**src/rtl/serial_word_rx.sv**
```systemverilog
// Serial-to-parallel word receiver with zero-bit count.
// Holds one completed word on a valid/ready output; flags drops.
module serial_word_rx #(
  parameter int WIDTH = 16
) (
  input  logic                     clk,
  input  logic                     rst,
  input  logic                     s_valid,
  input  logic                     s_bit,
  input  logic                     s_start,
  output logic                     m_valid,
  input  logic                     m_ready,
  output logic [WIDTH-1:0]         m_data,
  output logic [$clog2(WIDTH):0]   m_zeros,
  output logic                     overflow,
  output logic                     short_frame,
  output logic                     busy
);

  localparam int CW = $clog2(WIDTH);
  localparam int ZW = CW + 1;

  typedef enum logic {
    IDLE,
    SHIFT
  } state_t;

  state_t           state_q, state_d;
  logic [WIDTH-1:0] sh_q, sh_d;
  logic [CW-1:0]    cnt_q, cnt_d;
  logic [ZW-1:0]    zc_q, zc_d;

  logic             m_valid_q;
  logic [WIDTH-1:0] m_data_q;
  logic [ZW-1:0]    m_zeros_q;
  logic             overflow_q;
  logic             short_q;

  logic             done;
  logic             abort;
  logic [ZW-1:0]    zinc;
  logic [WIDTH-1:0] word;
  logic [ZW-1:0]    word_z;
  logic             load;

  assign zinc   = {{(ZW-1){1'b0}}, !s_bit};
  assign word   = {sh_q[WIDTH-2:0], s_bit};
  assign word_z = zc_q + zinc;
  assign load   = done && (!m_valid_q || m_ready);

  // Next state of the shift side for one accepted bit.
  always_comb begin
    state_d = state_q;
    sh_d    = sh_q;
    cnt_d   = cnt_q;
    zc_d    = zc_q;
    done    = 1'b0;
    abort   = 1'b0;
    if (s_valid) begin
      if (s_start) begin
        abort   = (state_q == SHIFT);
        sh_d    = {{(WIDTH-1){1'b0}}, s_bit};
        zc_d    = zinc;
        cnt_d   = CW'(1);
        state_d = SHIFT;
      end else if (cnt_q == CW'(WIDTH-1)) begin
        done    = 1'b1;
        sh_d    = word;
        zc_d    = '0;
        cnt_d   = '0;
        state_d = IDLE;
      end else begin
        sh_d    = word;
        zc_d    = word_z;
        cnt_d   = cnt_q + CW'(1);
        state_d = SHIFT;
      end
    end
  end

  // Frame state plus the registered output word and flags.
  always_ff @(posedge clk) begin
    if (rst) begin
      state_q    <= IDLE;
      sh_q       <= '0;
      cnt_q      <= '0;
      zc_q       <= '0;
      m_valid_q  <= 1'b0;
      m_data_q   <= '0;
      m_zeros_q  <= '0;
      overflow_q <= 1'b0;
      short_q    <= 1'b0;
    end else begin
      state_q <= state_d;
      sh_q    <= sh_d;
      cnt_q   <= cnt_d;
      zc_q    <= zc_d;
      short_q <= abort;
      if (load) begin
        m_valid_q <= 1'b1;
        m_data_q  <= word;
        m_zeros_q <= word_z;
      end else if (m_ready) begin
        m_valid_q <= 1'b0;
      end
      if (done && m_valid_q && !m_ready) begin
        overflow_q <= 1'b1;
      end
    end
  end

  assign m_valid     = m_valid_q;
  assign m_data      = m_data_q;
  assign m_zeros     = m_zeros_q;
  assign overflow    = overflow_q;
  assign short_frame = short_q;
  assign busy        = (state_q == SHIFT);

endmodule
```
**config.mk**
```make
export PLATFORM = sky130hd
export DESIGN_NAME = serial_word_rx
export DESIGN_NICKNAME = d
export VERILOG_FILES = /design/src/rtl/serial_word_rx.sv
export SDC_FILE = /design/constraint.sdc
export NUM_CORES = 1
export LEC_CHECK = 0
export BUFFER_PORTS_ARGS = -buffer_cell sky130_fd_sc_hd__buf_2
export CAP_MARGIN = 20
export CORE_UTILIZATION = 30
export DETAILED_ROUTE_END_ITERATION = 8
export SLEW_MARGIN = 15
export SYNTH_ARGS = -nofsm -noshare
export SYNTH_HDL_FRONTEND = slang
export SYNTH_SLANG_ARGS = --single-unit
```
**constraint.sdc**
```tcl
create_clock -name clk -period 1.52 [get_ports clk]
set_clock_uncertainty 0.05 [all_clocks]
set_input_delay 0.152 -clock clk [delete_from_list [all_inputs] [get_ports clk]]
set_output_delay 0.152 -clock clk [all_outputs]
set_load 0.005 [all_outputs]
```
Word-level counts from Yosys, hierarchy flattened --
Index checks and enable logic that the tools add are counted. Widths: inputs -> output; s select.
Cells by class: eq/ne operators 1, bitwise operators 2, mux-type cells 12, add/sub/neg operators 2, reductions and logical operators 9
Operators with widths (number):
- $mux 15 | 1
- $mux 5 | 2
- $mux 4 | 2
- $mux 1 | 7
- $add 5x1->5 | 1
- $add 4x1->4 const B | 1
- $eq 4x4->1 const B | 1
- $logic_and 1x1->1 | 3
- $logic_not 1->1 | 3
- $reduce_or 3->1 | 1
- $not 1->1 | 2
- $reduce_bool 2->1 | 1
- $logic_or 1x1->1 | 1
Storage, ports and cells: register bits 49, input port bits 6, output and inout port bits 25, logic and storage cells 35

Logic depth before layout (Yosys ltp) --
word-level depth 6, gate-level depth with buffers 6, mapped depth without buffers 6

Worst setup path before layout --
Ideal clock, no wire load.
kind reg-to-reg, start reg cnt_q[0], end reg m_data_q[10] (netlist: m_data[10]), setup slack 0.166 ns, arrival time 1.172 ns, period minus slack after synthesis 1.354 ns, cell stages (with the launch flop) 6, setup time 0.132 ns, required time 1.338 ns, path buffers 1, path through dfxtp_1 > ha_1 > nand3_2 > buf_2 > o31ai_1 > a21oi_1
On the way: longest elaborated chain between the ends 5
RTL lines:
- from (decl) | RTL line 30 | logic [CW-1:0] cnt_q, cnt_d;
- from (signal assigned) | RTL line 96 | cnt_q <= cnt_d;
- $eq 4x4->1 | RTL line 66 | end else if (cnt_q == CW'(WIDTH-1)) begin
- $mux 1 | RTL line 66
- $mux 1 | RTL line 60 | if (s_start) begin
- $mux 1 | RTL line 59 | if (s_valid) begin
- $logic_and 1x1->1 | RTL line 49 | assign load = done && (!m_valid_q || m_ready);
- to (signal assigned) | RTL line 101 | m_data_q <= word;
- to (decl) | RTL line 34 | logic [WIDTH-1:0] m_data_q;
Every way passes these cells. A chain may end at the register's enable or synchronous reset.

Final worst setup path --
start reg m_valid_q (netlist: m_valid), end reg m_data_q[14] (netlist: m_data[14])
On the way: longest elaborated chain between the ends 3
RTL lines:
- from (decl) | RTL line 33 | logic m_valid_q;
- from (signal assigned) | RTL line 88 | m_valid_q <= 1'b0;
- from (signal assigned) | RTL line 100 | m_valid_q <= 1'b1;
- from (signal assigned) | RTL line 104 | m_valid_q <= 1'b0;
- $logic_not 1->1 | RTL line 49
- $logic_or 1x1->1 | RTL line 49
- $logic_and 1x1->1 | RTL line 49
Every way passes these cells.

==> results.json <==
{
  "drc_errors": 0,
  "post-route-util": 0.3622,
  "netlist_area_um2": 2083,
  "gp_congestion": 0.7379,
  "setup_viol": 0,
  "viasPerCell": 5.341,
  "dr.first_iter.drc_count": 123,
  "ff_latch_area_um2": 982.2,
  "total_power_mw": 2.273,
  "endpoint_kind": "register",
  "synth_cells": 233,
  "synth_enable_flop_cells": 0,
  "start_kind": "register",
  "finalMaxSlewViolations": 0,
  "irDropWorstVdd_v": 0.0004536,
  "r2r_setup_slack_ns": 0.1,
  "synthToLayoutAreaGrowth_pct": 17.48,
  "drive_gt1_frac": 0.2281,
  "fmax_mhz": 701.8,
  "synth_area_leaders": "dfxtp_1 (47%), a21oi_1 (8.2%), o31ai_1 (6.5%)",
  "synth_cell_type_count": 36,
  "cts_sinks": 49,
  "combPwrFrac": 0.061,
  "maxCapViolations": 0,
  "max-slew-margin-rel": 0.6347,
  "antenna_left": 0,
  "ys_seq_area_frac": 0.4709,
  "tightest_slew_ns": 0.5468,
  "hold_class": "in -> reg",
  "synthArstFlopShare": 0,
  "fillers": 700,
  "rr_worst_depth": 4,
  "swShare": 0.2280,
  "htreeDepth": 2,
  "synth_top_area_frac": 0.4709,
  "num_vias": 1832,
  "path_max_fanout": 9,
  "die_area_um2": 7281,
  "grt_pass1_vias": 1710,
  "nNetsFinal": 271,
  "period_share": 0.9374,
  "initial_core_util": 0.3083,
  "ys_seq_elements": 49,
  "status": "complete, no violations",
  "arrival_ns": 1.61,
  "final_cell_mix": "dfxtp_1 (48), a21oi_1 (34), buf_2 (30)",
  "hold_end": "m_data[0]$_SDFFE_PP0P_",
  "grt_max_degree": 48,
  "die_x_um": 85.33,
  "numCtsBuffers": 5,
  "hold_depth": 3,
  "synth_ff_type": "dfxtp_1",
  "cts_buffer_depth": 2,
  "wirelength_mm": 4.855,
  "clk_pin_slew_ns": 0.09,
  "core_area_um2": 6756,
  "final_common_cell": "dfxtp_1",
  "ys_warn_count": 0,
  "cts_tree": "done",
  "synth.avg_cell_area_um2": 8.941,
  "dpl.hpwl_mm": 3.291,
  "firstDrtPassIters": 4,
  "min_from": "s_bit",
  "overflow": 0,
  "wl_per_cell_um": 14.15,
  "power.internal_mw": 1.755,
  "hold-worst-slack_ns": 0.09497,
  "port_buffers": 30,
  "critical_path_class": "reg -> reg",
  "required_ns": 1.70,
  "multi_input_area_um2": 962.2,
  "final_hold_viol_count": 0,
  "syn_nets": 242,
  "worstReg2RegEnd": "m_data[14]$_SDFFE_PP0P_",
  "p_sw_mw": 0.5182,
  "rows": 30,
  "period_minus_slack_ns": 1.425,
  "seq_power_share": 0.572,
  "root_buffer": "clkbuf_8",
  "post_cts.resized_instances": 0,
  "p_leak_nw": 0.9001,
  "cts_setup_buffers": 0,
  "grt_usage": 0.1419,
  "antenna_cells": 0,
  "io_pins": 31,
  "grt_pass1_wl_mm": 8.231,
  "power_frac_clock": 0.366,
  "die_h_um": 85.33,
  "power.density_nw_per_um2": 928.6,
  "cts_hold_buf": 0,
  "synth_area_leader_cell": "dfxtp_1",
  "antenna_found_initial": 0,
  "clk_latency_ns": 0.30,
  "r2r_start": "m_valid$_SDFFE_PP0P_"
}
-- area by class of cell --
cell class	instances	share of cell area
Multi-Input combinational cell	156	0.3931
Clock buffer	7	0.03937
Sequential cell	49	0.4013
Inverter	3	0.004601
Clock inverter	1	0.002045
Tap cell	80	0.04090
Timing Repair Buffer	47	0.1186
-- through the flow --
| step | area, um^2 | instances | setup WS [ns] | setup TNS, ns |
|---|---|---|---|---|
| global placement | 2337 | 335 | 0.1238 | 0 |
| floorplan | 2083 | 233 | 0.1660 | 0 |
| global route | 2447 | 343 | -0.001425 | -0.001703 |
| finish | 2447 | 343 | 0.09510 | 0 |
| CTS | 2439 | 343 | 0.08204 | 0 |
| detailed placement | 2337 | 335 | 0.09001 | 0 |
-- flip-flops by register name, summed over array words and instances (netlist names) --
name         cells
short_frame      1
m_data          16
m_valid          1
cnt_q            4
busy             1
m_zeros          5
zc_q             5
overflow         1
sh_q            15
-- synthesized netlist by cell type (2+ instances only) --
| cell | instances |
|---|---|
| buf_4 | 3 |
| dfxtp_1 | 49 |
| nand2b_1 | 2 |
| nand4b_1 | 2 |
| a21oi_1 | 34 |
| nand3b_1 | 16 |
| buf_6 | 2 |
| a211oi_1 | 3 |
| nand3_1 | 6 |
| xor2_1 | 2 |
| nor2_1 | 8 |
| o21ai_1 | 2 |
| nor3_1 | 3 |
| ha_1 | 3 |
| buf_1 | 3 |
| o31ai_1 | 18 |
| o21ai_0 | 2 |
| nand4_1 | 18 |
| nand2_1 | 19 |
| a31oi_1 | 6 |
| buf_2 | 13 |
| clkbuf_1 | 4 |
| inv_1 | 2 |
-- power by group through the flow --
stage | Clock, mW | Combinational [mW] | Sequential (mW)
floorplan | 0 | 0.0917 | 1.33
global placement | 0 | 0.138 | 1.33
detailed placement | 0 | 0.138 | 1.33
CTS | 0.859 | 0.139 | 1.30
global route | 0.916 | 0.152 | 1.30
finish | 0.833 | 0.140 | 1.30
-- metal layers --
layer / GRT usage / vias up / wire length [um]
met5: 0 / - / 0
met4: 0.04697 / 0 / 56
met3: 0.03405 / 6 / 194
met2: 0.2236 / 43 / 2160
met1: 0.1914 / 862 / 2444
li1: - / 921 / -
-- worst max path at each step --
stage / startpoint / endpoint / cells after the start
2_1_floorplan: cnt_q[0]$_SDFFE_PP0P_ / m_data[10]$_SDFFE_PP0P_ / 5
3_3_place_gp: s_bit / m_zeros[4]$_SDFFE_PP0P_ / 7
3_5_place_dp: s_bit / m_zeros[4]$_SDFFE_PP0P_ / 7
4_1_cts: m_valid$_SDFFE_PP0P_ / m_data[14]$_SDFFE_PP0P_ / 4
5_1_grt: m_valid$_SDFFE_PP0P_ / m_data[13]$_SDFFE_PP0P_ / 4
6_report: m_valid$_SDFFE_PP0P_ / m_data[14]$_SDFFE_PP0P_ / 4
-- critical path: stages, from the launching register on --
cell	delay, ns
dfxtp_1	0.35
nor2b_1	0.47
buf_4	0.27
o31ai_1	0.08
a21oi_1	0.14
-- cells by family after synthesis --
family / synth area share
AND/OR/NAND/NOR: 0.2216
AO/OA/AOI/OAI: 0.2012
flip-flops: 0.4709
buffers and inverters: 0.07087
XOR/XNOR: 0.01261
adder cells (fa/ha/maj): 0.01802
multiplexers: 0.004805
No activity file was read; power rests on OpenSTA's default activity.
